<file path="config.mk">
export PLATFORM = sky130hd
export DESIGN_NAME = ex_mdu_flat
export DESIGN_NICKNAME = d
export VERILOG_FILES = /design/src/rtl/ex_mdu_if.sv /design/src/rtl/ex_mdu.sv /design/src/flat_wrapper.sv
export SDC_FILE = /design/constraint.sdc
export NUM_CORES = 1
export LEC_CHECK = 0
export CAP_MARGIN = 20
export CORE_ASPECT_RATIO = 0.75
export CORE_MARGIN = 2
export CORE_UTILIZATION = 25
export CTS_CLUSTER_SIZE = 40
export DETAILED_ROUTE_END_ITERATION = 6
export SLEW_MARGIN = 10
export SYNTH_ARGS = -nofsm -noshare
export SYNTH_HDL_FRONTEND = slang
export SYNTH_SLANG_ARGS = --single-unit
</file>
<file path="constraint.sdc">
create_clock -name clk -period 29.3 [get_ports clk]
set_clock_uncertainty 0.1 [all_clocks]
set_input_delay 7.325 -clock clk [delete_from_list [all_inputs] [get_ports clk]]
set_output_delay 7.325 -clock clk [all_outputs]
set_load 0.01 [all_outputs]
</file>
<file path="src/rtl/ex_mdu_if.sv">
// Bundle between the ID/EX register, ctrl and the EX result mux for the RV32M unit.
// inst_i/op1_i/op2_i/rd_addr_i are sampled only in a start cycle; hold_flag_o stalls ctrl
// combinationally in that cycle; reg_wen_o is a one-cycle valid strobe qualifying rd_data_o/rd_addr_o.
interface ex_mdu_if;
  logic [31:0] inst_i;
  logic [31:0] op1_i;
  logic [31:0] op2_i;
  logic [4:0]  rd_addr_i;
  logic        hold_flag_o;
  logic        busy_o;
  logic [31:0] rd_data_o;
  logic [4:0]  rd_addr_o;
  logic        reg_wen_o;
  logic [1:0]  state_dbg;

  modport slave (
    input  inst_i, op1_i, op2_i, rd_addr_i,
    output hold_flag_o, busy_o, rd_data_o, rd_addr_o, reg_wen_o, state_dbg
  );

  modport master (
    output inst_i, op1_i, op2_i, rd_addr_i,
    input  hold_flag_o, busy_o, rd_data_o, rd_addr_o, reg_wen_o, state_dbg
  );
endinterface

</file>
<file path="src/rtl/ex_mdu.sv">
// Iterative RV32M multiply/divide unit: 32-cycle shift-add multiply and restoring divide.
// Optional MDU_FAST_MUL_EN replaces the iterative multiply with a single-cycle multiplier.
module ex_mdu (
  input  logic     clk,
  input  logic     rst,
  ex_mdu_if.slave  mdu
);
  typedef enum logic [1:0] {IDLE = 2'd0, CALC = 2'd1, DONE = 2'd2} state_t;

  state_t      state, state_nxt;
  logic [2:0]  op_q;
  logic [4:0]  rd_q;
  logic [4:0]  cnt;
  logic [63:0] acc;
  logic [63:0] mcand;
  logic [31:0] mplier;
  logic [31:0] rem;
  logic [31:0] quot;
  logic [31:0] divisor;
  logic        neg_q, neg_r;
  logic        special;
  logic [31:0] special_res;

  logic [2:0]  funct3;
  logic        m_op, start, is_div, fast_path;
  logic        op1_signed, op2_signed, s1, s2;
  logic        div_zero, div_ovf, is_special;
  logic [31:0] mag1, mag2;
  logic [32:0] shifted;
  logic        qbit;
  logic [31:0] sub, rem_nxt;
  logic [63:0] prod;
  logic [31:0] quo_fix, rem_fix, result;

  assign funct3 = mdu.inst_i[14:12];
  assign m_op   = (mdu.inst_i[6:0] == 7'b0110011) && (mdu.inst_i[31:25] == 7'b0000001);
  assign start  = m_op && (state == IDLE);
  assign is_div = funct3[2];

  always_comb begin
    op1_signed = 1'b0;
    op2_signed = 1'b0;
    case (funct3)
      3'd0, 3'd1, 3'd4, 3'd6: begin
        op1_signed = 1'b1;
        op2_signed = 1'b1;
      end
      3'd2:    op1_signed = 1'b1;
      default: ;
    endcase
  end

  assign s1   = op1_signed & mdu.op1_i[31];
  assign s2   = op2_signed & mdu.op2_i[31];
  assign mag1 = s1 ? (~mdu.op1_i + 32'd1) : mdu.op1_i;
  assign mag2 = s2 ? (~mdu.op2_i + 32'd1) : mdu.op2_i;

  // Divide-by-zero and signed overflow bypass the iteration entirely.
  assign div_zero   = is_div && (mdu.op2_i == 32'd0);
  assign div_ovf    = is_div && !funct3[0] && (mdu.op1_i == 32'h8000_0000) &&
                      (mdu.op2_i == 32'hFFFF_FFFF);
  assign is_special = div_zero || div_ovf;

`ifdef MDU_FAST_MUL_EN
  logic [63:0] fast_a, fast_b, fast_prod;
  assign fast_path = !is_div;
  // Sign-extended 64x64 keeps the low 64 bits equal to the 33x33 signed product.
  assign fast_a    = {{32{s1}}, mdu.op1_i};
  assign fast_b    = {{32{s2}}, mdu.op2_i};
  assign fast_prod = fast_a * fast_b;
`else
  assign fast_path = 1'b0;
`endif

  // One restoring-division step: shift in the next dividend bit and trial-subtract.
  assign shifted = {rem, quot[31]};
  assign qbit    = (shifted >= {1'b0, divisor});
  assign sub     = shifted[31:0] - divisor;
  assign rem_nxt = qbit ? sub : shifted[31:0];

  always_comb begin
    state_nxt = state;
    case (state)
      IDLE:    if (start) state_nxt = (is_special || fast_path) ? DONE : CALC;
      CALC:    if (cnt == 5'd31) state_nxt = DONE;
      DONE:    state_nxt = IDLE;
      default: state_nxt = IDLE;
    endcase
  end

  always_ff @(posedge clk or posedge rst) begin
    if (rst) begin
      state       <= IDLE;
      op_q        <= 3'd0;
      rd_q        <= 5'd0;
      cnt         <= 5'd0;
      acc         <= 64'd0;
      mcand       <= 64'd0;
      mplier      <= 32'd0;
      rem         <= 32'd0;
      quot        <= 32'd0;
      divisor     <= 32'd0;
      neg_q       <= 1'b0;
      neg_r       <= 1'b0;
      special     <= 1'b0;
      special_res <= 32'd0;
    end else begin
      state <= state_nxt;
      if (start) begin
        op_q        <= funct3;
        rd_q        <= mdu.rd_addr_i;
        cnt         <= 5'd0;
        special     <= is_special;
        special_res <= div_zero ? (funct3[1] ? mdu.op1_i : 32'hFFFF_FFFF)
                                : (funct3[1] ? 32'd0 : 32'h8000_0000);
        acc         <= 64'd0;
        mcand       <= {32'd0, mag1};
        mplier      <= mag2;
        rem         <= 32'd0;
        quot        <= mag1;
        divisor     <= mag2;
        neg_q       <= s1 ^ s2;
        neg_r       <= s1;
`ifdef MDU_FAST_MUL_EN
        if (fast_path) begin
          acc   <= fast_prod;
          neg_q <= 1'b0;
        end
`endif
      end else if (state == CALC) begin
        cnt    <= cnt + 5'd1;
        if (mplier[0]) acc <= acc + mcand;
        mcand  <= mcand << 1;
        mplier <= mplier >> 1;
        rem    <= rem_nxt;
        quot   <= {quot[30:0], qbit};
      end
    end
  end

  // Sign correction is applied once, on the magnitude results, while in DONE.
  always_comb begin
    prod    = neg_q ? (~acc + 64'd1) : acc;
    quo_fix = neg_q ? (~quot + 32'd1) : quot;
    rem_fix = neg_r ? (~rem + 32'd1) : rem;
    result  = 32'd0;
    if (special) begin
      result = special_res;
    end else begin
      case (op_q)
        3'd0:                result = prod[31:0];
        3'd1, 3'd2, 3'd3:    result = prod[63:32];
        3'd4, 3'd5:          result = quo_fix;
        default:             result = rem_fix;
      endcase
    end
  end

  assign mdu.hold_flag_o = start || (state == CALC);
  assign mdu.busy_o      = (state != IDLE);
  assign mdu.reg_wen_o   = (state == DONE);
  assign mdu.rd_data_o   = (state == DONE) ? result : 32'd0;
  assign mdu.rd_addr_o   = (state == DONE) ? rd_q : 5'd0;
  assign mdu.state_dbg   = state;
endmodule

</file>
<file path="src/flat_wrapper.sv">
// flat-port wrapper written by rule: the top's interface ports become plain ports
module ex_mdu_flat 
  (clk, rst, mdu_inst_i, mdu_op1_i, mdu_op2_i, mdu_rd_addr_i, mdu_hold_flag_o, mdu_busy_o, mdu_rd_data_o, mdu_rd_addr_o, mdu_reg_wen_o, mdu_state_dbg);
  ex_mdu_if mdu_i ();
  input  logic clk;
  input  logic rst;
  input wire logic [$bits(mdu_i.inst_i)-1:0] mdu_inst_i;
  input wire logic [$bits(mdu_i.op1_i)-1:0] mdu_op1_i;
  input wire logic [$bits(mdu_i.op2_i)-1:0] mdu_op2_i;
  input wire logic [$bits(mdu_i.rd_addr_i)-1:0] mdu_rd_addr_i;
  output wire logic [$bits(mdu_i.hold_flag_o)-1:0] mdu_hold_flag_o;
  output wire logic [$bits(mdu_i.busy_o)-1:0] mdu_busy_o;
  output wire logic [$bits(mdu_i.rd_data_o)-1:0] mdu_rd_data_o;
  output wire logic [$bits(mdu_i.rd_addr_o)-1:0] mdu_rd_addr_o;
  output wire logic [$bits(mdu_i.reg_wen_o)-1:0] mdu_reg_wen_o;
  output wire logic [$bits(mdu_i.state_dbg)-1:0] mdu_state_dbg;
  assign mdu_i.inst_i = mdu_inst_i;
  assign mdu_i.op1_i = mdu_op1_i;
  assign mdu_i.op2_i = mdu_op2_i;
  assign mdu_i.rd_addr_i = mdu_rd_addr_i;
  assign mdu_hold_flag_o = mdu_i.hold_flag_o;
  assign mdu_busy_o = mdu_i.busy_o;
  assign mdu_rd_data_o = mdu_i.rd_data_o;
  assign mdu_rd_addr_o = mdu_i.rd_addr_o;
  assign mdu_reg_wen_o = mdu_i.reg_wen_o;
  assign mdu_state_dbg = mdu_i.state_dbg;
  ex_mdu u_core (.clk(clk), .rst(rst), .mdu(mdu_i));
endmodule
</file>
==> results of run 1 <==
## critical path, stage by stage
cell and delay [ps]:
clkdlybuf4s50_1 450, nor4bb_1 320, and4_4 740, nor2_2 100, inv_1 370, clkdlybuf4s50_1 640
## synthesized netlist by cell type, types with 18 or more instances
library cell	instances
nor3_1	39
mux2i_1	39
nand4_1	34
or4_1	21
and3_1	40
o21ai_1	21
nand2_1	545
nand3_1	69
o41ai_1	24
nor2_1	177
dfrtp_1	306
nor2b_1	42
a21o_1	39
o31ai_1	75
a31oi_1	76
inv_1	72
xor2_1	121
o21ai_0	257
or3_1	18
clkbuf_1	163
ha_1	103
xnor2_1	144
a21oi_1	237
## area by class of cell
| cell class | instances | area, sq um |
|---|---|---|
| Clock buffer | 53 | 1060 |
| Clock inverter | 12 | 148 |
| Sequential cell | 306 | 7660 |
| Tap cell | 1225 | 1530 |
| Inverter | 73 | 282 |
| Timing Repair Buffer | 154 | 1480 |
| Fill cell | 9788 | 64900 |
| Multi-Input combinational cell | 2373 | 14500 |
## metrics by stage
step | utilization [%] | cell area, sq um | power, mW
6_report | 29.1 | 26700 | 0.978
5_1_grt | 29.1 | 26700 | 1.01
4_1_cts | 29.1 | 26700 | 0.986
3_5_place_dp | 27.8 | 25500 | 0.506
3_3_place_gp | 27.8 | 25500 | 0.506
2_1_floorplan | - | 23100 | 0.473
## layout by cell type, fill, tap and decap left out, types with 13 or more instances in the layout
| master | count |
|---|---|
| clkbuf_16 | 37 |
| xnor2_1 | 144 |
| and2_1 | 15 |
| o31ai_1 | 75 |
| or4_1 | 21 |
| a31oi_1 | 76 |
| a21o_1 | 39 |
| a21oi_1 | 237 |
| nand2_1 | 544 |
| nor4_1 | 15 |
| ha_1 | 103 |
| o21bai_1 | 13 |
| o211ai_1 | 17 |
| dfrtp_1 | 305 |
| o21ai_0 | 257 |
| nor3_1 | 39 |
| buf_4 | 25 |
| inv_1 | 71 |
| and3_1 | 40 |
| nand2b_1 | 16 |
| clkdlybuf4s50_1 | 129 |
| mux2i_1 | 39 |
| o41ai_1 | 24 |
| o21ai_1 | 21 |
| or3_1 | 18 |
| nand4_1 | 34 |
| nor2b_1 | 41 |
| nand3_1 | 69 |
| xor2_1 | 121 |
| nor2_1 | 175 |
## kinds of logic (layout without fill, tap and decap cells)
kind of cell             Yosys count  after routing
buffers and inverters            255            292
AND/OR/NAND/NOR                 1078           1078
AO/OA/AOI/OAI                    881            881
multiplexers                      44             44
XOR/XNOR                         265            265
flip-flops                       306            306
adder cells (fa/ha/maj)          105            105
## flip-flops by register name (all words and copies together), names as in the netlist
name,cells
u_core.cnt,5
u_core.special,1
u_core.rem,32
u_core.special_res,32
u_core.rd_q,5
u_core.neg_q,1
u_core.op_q,3
u_core.mcand,64
u_core.quot,32
u_core.mplier,32
u_core.mdu.state_dbg,2
u_core.acc,64
u_core.neg_r,1
u_core.divisor,32
## power by group
part | leakage (nW) | switching, mW | internal, mW | total (mW)
sequential | 3.11 | 0.00350 | 0.425 | 0.428
combinational | 6.94 | 0.0427 | 0.0278 | 0.0706
clock | 0.588 | 0.202 | 0.277 | 0.479
## final timing paths
kind | slack, ps | endpoint | cells after the start
setup / recovery | 11890 | mdu_hold_flag_o | 6
hold / removal | 370 | u_core.rd_q[2]$_DFFE_PP0P_ | 2
setup reg to reg | 25190 | u_core.rem[0]$_DFFE_PP0P_ | 12
hold reg to reg | 370 | u_core.rd_q[2]$_DFFE_PP0P_ | 2
max in group asynchronous | 20290 | u_core.mcand[52]$_DFFE_PP0P_ | 3
min in group asynchronous | 7220 | u_core.quot[20]$_DFFE_PP0P_ | 2
## per-layer routing
layer | routed length (um) | track usage [%] | vias up
li1 | - | - | 10472
met1 | 41800 | 27.7 | 10919
met2 | 31700 | 22.6 | 969
met3 | 8040 | 3.75 | 103
met4 | 1900 | 4.19 | 2
met5 | 7 | 0 | -
==> reports/summary.txt, run 1 <==
CLOCK NETWORK
--------------------------------------------------------------------------------
Max Buffers Root-to-Sink                                                       3
Number of hold buffers added after CTS                                         0
Number of setup buffers added after CTS                                        0
CTS buffer count                                                              36
Resize count post-CTS                                                          0
Clock transition at path regs                                              60 ps
Cell chosen for the clock root                                         clkbuf_16
CTS tree                                                                   built
Clock H-tree levels                                                            2
Worst-Skew Late Latency                                                   590 ps
Count of clock tree sinks                                                    306

LAYOUT
--------------------------------------------------------------------------------
Share of layout cells above drive strength 1                               4.27%
Final cell count without fillers                                            4196
Antenna fix cells                                                              0
Layout Area Growth over Synthesis                                          15.4%
Post-layout nets                                                            3152

FLOORPLAN
--------------------------------------------------------------------------------
Initial standard-cell utilization of the core                              25.2%
Core Box Area                                                        91500 sq um
I/O pin cnt                                                                  145
Die extent in y                                                           267 um
Die Area                                                             94900 sq um
Die W                                                                     355 um
Cell row count                                                                96

DRT
--------------------------------------------------------------------------------
Number of vias per cell                                                     5.35
Average wire per standard cell                                           19.9 um
Count of antenna-violating nets left after detailed routing                    0
Total via count in the routed design                                       22465
Sum of routed wire length over all layers                                83.4 mm
Post-route DRC violation count                                                 5
Initial DRC Count                                                           2739
Count of TritonRoute iterations in the first routing pass                      7

PLACEMENT
--------------------------------------------------------------------------------
Final weighted congestion in routability-driven placement                  0.971
Pre-CTS setup slack                                                     11910 ps
Half-perimeter wire length after detailed placement                      61.4 mm
Port Buffers                                                                 129
Post-Place Cells                                                            4131

CRITICAL PATH
--------------------------------------------------------------------------------
Kind of launch point of the worst setup path                           input pin
WS Path Type                                                              in2out
Critical path launch point                                          mdu_inst_i[25]
Worst EP required                                                       21880 ps
R2r startpoint                                                      u_core.rem[7]$_DFFE_PP0P_
Crit end category                                                     output pin
Arrival @ worst endpoint                                                 9980 ps
Max Fanout on Critical Path                                                   54

YOSYS
--------------------------------------------------------------------------------
Proportion of synthesized area in mux cells                                1.93%
Synth Area in XOR/XNOR                                                     10.0%
Fraction of post-synthesis cell area in the top cell type by area          33.1%
Synth Area in Adders                                                       5.75%
Cell types occupying the most area after synthesis                  dfrtp_1, nand2_1, ha_1, o21ai_0, xnor2_1
Netlist area before placement                                        23100 sq um
Distinct cells, synth                                                         83
Simple-Gate Fraction of Synth Area                                         21.6%
Top flip-flop cell by instance count after synthesis                     dfrtp_1
Total nets after synthesis                                                  3142
Cell taking the most area after synthesis                                dfrtp_1
Total of flip-flops plus latches after synthesis                             306
Synthesis warning total                                                        0
Post-synthesis async set-or-reset flop share                                100%
Number of synthesized flops with an enable pin                                 0
Share of the yosys chip area belonging to registers                        33.1%
Cell count after synthesis                                                  2934
Post-synthesis compound-gate area fraction                                 23.4%
Dominant combinational cell family by area after synthesis          compound AO/OA/AOI/OAI gates
Mean instance size in the synthesized netlist                         7.87 sq um

TIMING
--------------------------------------------------------------------------------
Post-route setup slack                                                  11890 ps
Max-slew violations                                                            0
Hold Worst Slack                                                          369 ps
Number of hold violations in the final report                                  0
Final setup viols                                                              0
Maximum operating frequency                                             57.4 MHz
Rel. slew slack                                                            30.6%
Worst-Margin Slew                                                        1040 ps
Final min period                                                        17410 ps
Setup repair after global routing missed its margin                           no
Total negative slack for setup checks                                       0 ps
Period utilisation layout                                                  59.4%

GLOBAL ROUTE
--------------------------------------------------------------------------------
Number of global-route vias before repair                                  20548
Wire length of the first global-routing pass                              129 mm
Pin count of the biggest net entering global routing                         118
Tot GR Track Use                                                           17.3%
Number of antenna violations at the first check in global routing              3
Total global routing overflow                                                  0

OUTCOME
--------------------------------------------------------------------------------
Run status                                                          complete, but fails checks
Violations in the final reports                                              DRC

WORST HOLD PATH
--------------------------------------------------------------------------------
Critical hold path startpoint                                       u_core.rd_q[2]$_DFFE_PP0P_
HP Class                                                                 reg2reg

PWR
--------------------------------------------------------------------------------
Max VDD drop                                                           0.0314 mV
Pwr dens                                                            36.7 nW/um^2
Leakage power                                                            10.6 nW

JOB
--------------------------------------------------------------------------------
Maximum capacitance violations                                                 0

Note: power is estimated with default switching activity, not from simulation.
==> run 2: changes to the inputs <==
- clock period: 29.3 -> 18.17 ns (I/O delays scaled with it)
==> reports/summary.txt, run 2 (synthesis gave the netlist of run 1 again) <==
LAYOUT
--------------------------------------------------------------------------------
Layout Area Growth over Synthesis                                          15.2%
Fill cell count                                                             9862   +0.76%
Sequential cell area                                                  7660 sq um   unchanged
Post-layout nets                                                            3153   +0.032%
Most common cell after layout, fill and taps aside                       nand2_1
Commonest non-fill, non-tap cells in the layout                     nand2_1, dfrtp_1, o21ai_0, a21oi_1, nor2_1
Area taken by multi-input logic gates                                14500 sq um   unchanged
Antenna fix cells                                                              0   unchanged
Share of layout cells above drive strength 1                               4.28%   +0.0072 points
Registers with the most flip-flops                                  u_core.acc: 64 flops, u_core.mcand: 64 flops
Final cell count without fillers                                            4191   -0.12%

DRT
--------------------------------------------------------------------------------
Number of vias per cell                                                     5.35   -0.16%
Post-route DRC violation count                                                 0   -5
Average wire per standard cell                                           19.9 um   +0.32%
Initial DRC Count                                                           2732   -0.26%
Total via count in the routed design                                       22403   -0.28%
Sum of routed wire length over all layers                                83.5 mm   +0.20%
Count of TritonRoute iterations in the first routing pass                      6   -1
Count of antenna-violating nets left after detailed routing                    0   unchanged

GLOBAL ROUTE
--------------------------------------------------------------------------------
Number of global-route vias before repair                                  20535   -0.063%
Tot GR Track Use                                                           17.2%   -0.084 points
Pin count of the biggest net entering global routing                         107   -9.3%
Wire length of the first global-routing pass                              128 mm   -0.67%
Total global routing overflow                                                  0   unchanged
Number of antenna violations at the first check in global routing              0   -3

FLOORPLAN
--------------------------------------------------------------------------------
I/O pin cnt                                                                  145   unchanged
Cell row count                                                                96   unchanged
Core Box Area                                                        91500 sq um   unchanged
Initial standard-cell utilization of the core                              25.2%   unchanged
Die Area                                                             94900 sq um   unchanged
Die W                                                                     355 um   unchanged
Die extent in y                                                           267 um   unchanged

WORST HOLD PATH
--------------------------------------------------------------------------------
HP Class                                                                 reg2reg
Critical hold path startpoint                                       u_core.rd_q[2]$_DFFE_PP0P_

PWR
--------------------------------------------------------------------------------
Max VDD drop                                                           0.0472 mV   +50%
Leakage power                                                            10.6 nW   -0.17%
Pwr dens                                                            57.3 nW/um^2   +56%

TIMING
--------------------------------------------------------------------------------
Maximum operating frequency                                             81.6 MHz
Period utilisation layout                                                  67.4%
Total negative slack for setup checks                                       0 ps   unchanged
Setup repair after global routing missed its margin                           no
Max-slew violations                                                            0   unchanged
Final setup viols                                                              0   unchanged
Final min period                                                        12250 ps
Number of hold violations in the final report                                  0   unchanged
Rel. slew slack                                                            26.8%   -3.8 points
Worst-Margin Slew                                                        1100 ps   +56.3 ps

CLOCK NETWORK
--------------------------------------------------------------------------------
Resize count post-CTS                                                          0   unchanged
Number of hold buffers added after CTS                                         0   unchanged
Cell chosen for the clock root                                         clkbuf_16
CTS buffer count                                                              34   -5.6%
Clock transition at path regs                                              60 ps   about the same
Max Buffers Root-to-Sink                                                       3   unchanged
CTS tree                                                                   built
Number of setup buffers added after CTS                                        0   unchanged
Worst-Skew Late Latency                                                   570 ps   -20 ps
Count of clock tree sinks                                                    306   unchanged
Clock H-tree levels                                                            2   unchanged

PLACEMENT
--------------------------------------------------------------------------------
Port Buffers                                                                 129   unchanged
Post-Place Cells                                                            4132   +0.024%
Final weighted congestion in routability-driven placement                  0.998   +2.8%
Half-perimeter wire length after detailed placement                      62.0 mm   +0.91%

JOB
--------------------------------------------------------------------------------
Maximum capacitance violations                                                 0   unchanged

CRITICAL PATH
--------------------------------------------------------------------------------
Worst EP required                                                       13530 ps   -8350 ps
Arrival @ worst endpoint                                                 7610 ps   -2370 ps
R2r startpoint                                                      u_core.rem[7]$_DFFE_PP0P_
WS Path Type                                                              in2out
Max Fanout on Critical Path                                                   57   +5.6%
Kind of launch point of the worst setup path                           input pin
Crit end category                                                     output pin
Critical path launch point                                          mdu_inst_i[25]

OUTCOME
--------------------------------------------------------------------------------
Run status                                                          finished clean

## run 2: area by class of cell
class                      count  share of cell area [%]
multi-input combinational   2373                    54.5
inverter                      73                    1.06
clock buffer                  45                    3.66
timing repair buffer         157                    5.79
sequential                   306                    28.8
clock inverter                12                   0.475
tap                         1225                    5.76
## run 2: final timing paths
kind | cells past startpoint | end | slack (ps)
max in group asynchronous | 3 | u_core.divisor[8]$_DFFE_PP0P_ | 12150
hold reg to reg | 2 | u_core.rd_q[2]$_DFFE_PP0P_ | 370
setup / recovery | 8 | mdu_hold_flag_o | 5920
hold / removal | 2 | u_core.rd_q[2]$_DFFE_PP0P_ | 370
min in group asynchronous | 2 | u_core.mcand[19]$_DFFE_PP0P_ | 4430
setup reg to reg | 12 | u_core.rem[0]$_DFFE_PP0P_ | 14170
## run 2: power by group
| part | internal (mW) | switching, mW | total [mW] |
|---|---|---|---|
| registers | 0.685 | 0.00568 | 0.690 |
| clock network | 0.406 | 0.314 | 0.720 |
| logic | 0.0456 | 0.0697 | 0.115 |
| total | 1.14 | 0.389 | 1.53 |
## run 2: routing by layer
| metal | part of all wire, % | vias to the layer above | track usage (%) |
|---|---|---|---|
| li1 | - | 10481 | - |
| met1 | 49 | 10868 | 26.9 |
| met2 | 39 | 959 | 23.2 |
| met3 | 10 | 95 | 4.34 |
| met4 | 2.0 | 0 | 3.56 |
| met5 | 0 | - | 0 |
## run 2: stage by stage
step / worst slack [ps] / cell area [sq um] / power (mW) / hold WS, ps / utilization (%)
6_report: 5920 / 26600 / 1.53 / 366 / 29.1
5_1_grt: 5740 / 26600 / 1.58 / 389 / 29.1
4_1_cts: 5920 / 26600 / 1.53 / 373 / 29.0
3_5_place_dp: 5920 / 25500 / 0.816 / 357 / 27.8
3_3_place_gp: 5920 / 25500 / 0.816 / 350 / 27.8
2_1_floorplan: 5070 / 23100 / 0.763 / 337 / -
## run 2: worst max-delay path: stages
cell and delay (ps):
clkdlybuf4s50_1 450, nor4bb_1 330, and4_4 260, buf_4 540
nor2_2 80, buf_4 290, inv_1 340, clkdlybuf4s50_1 700
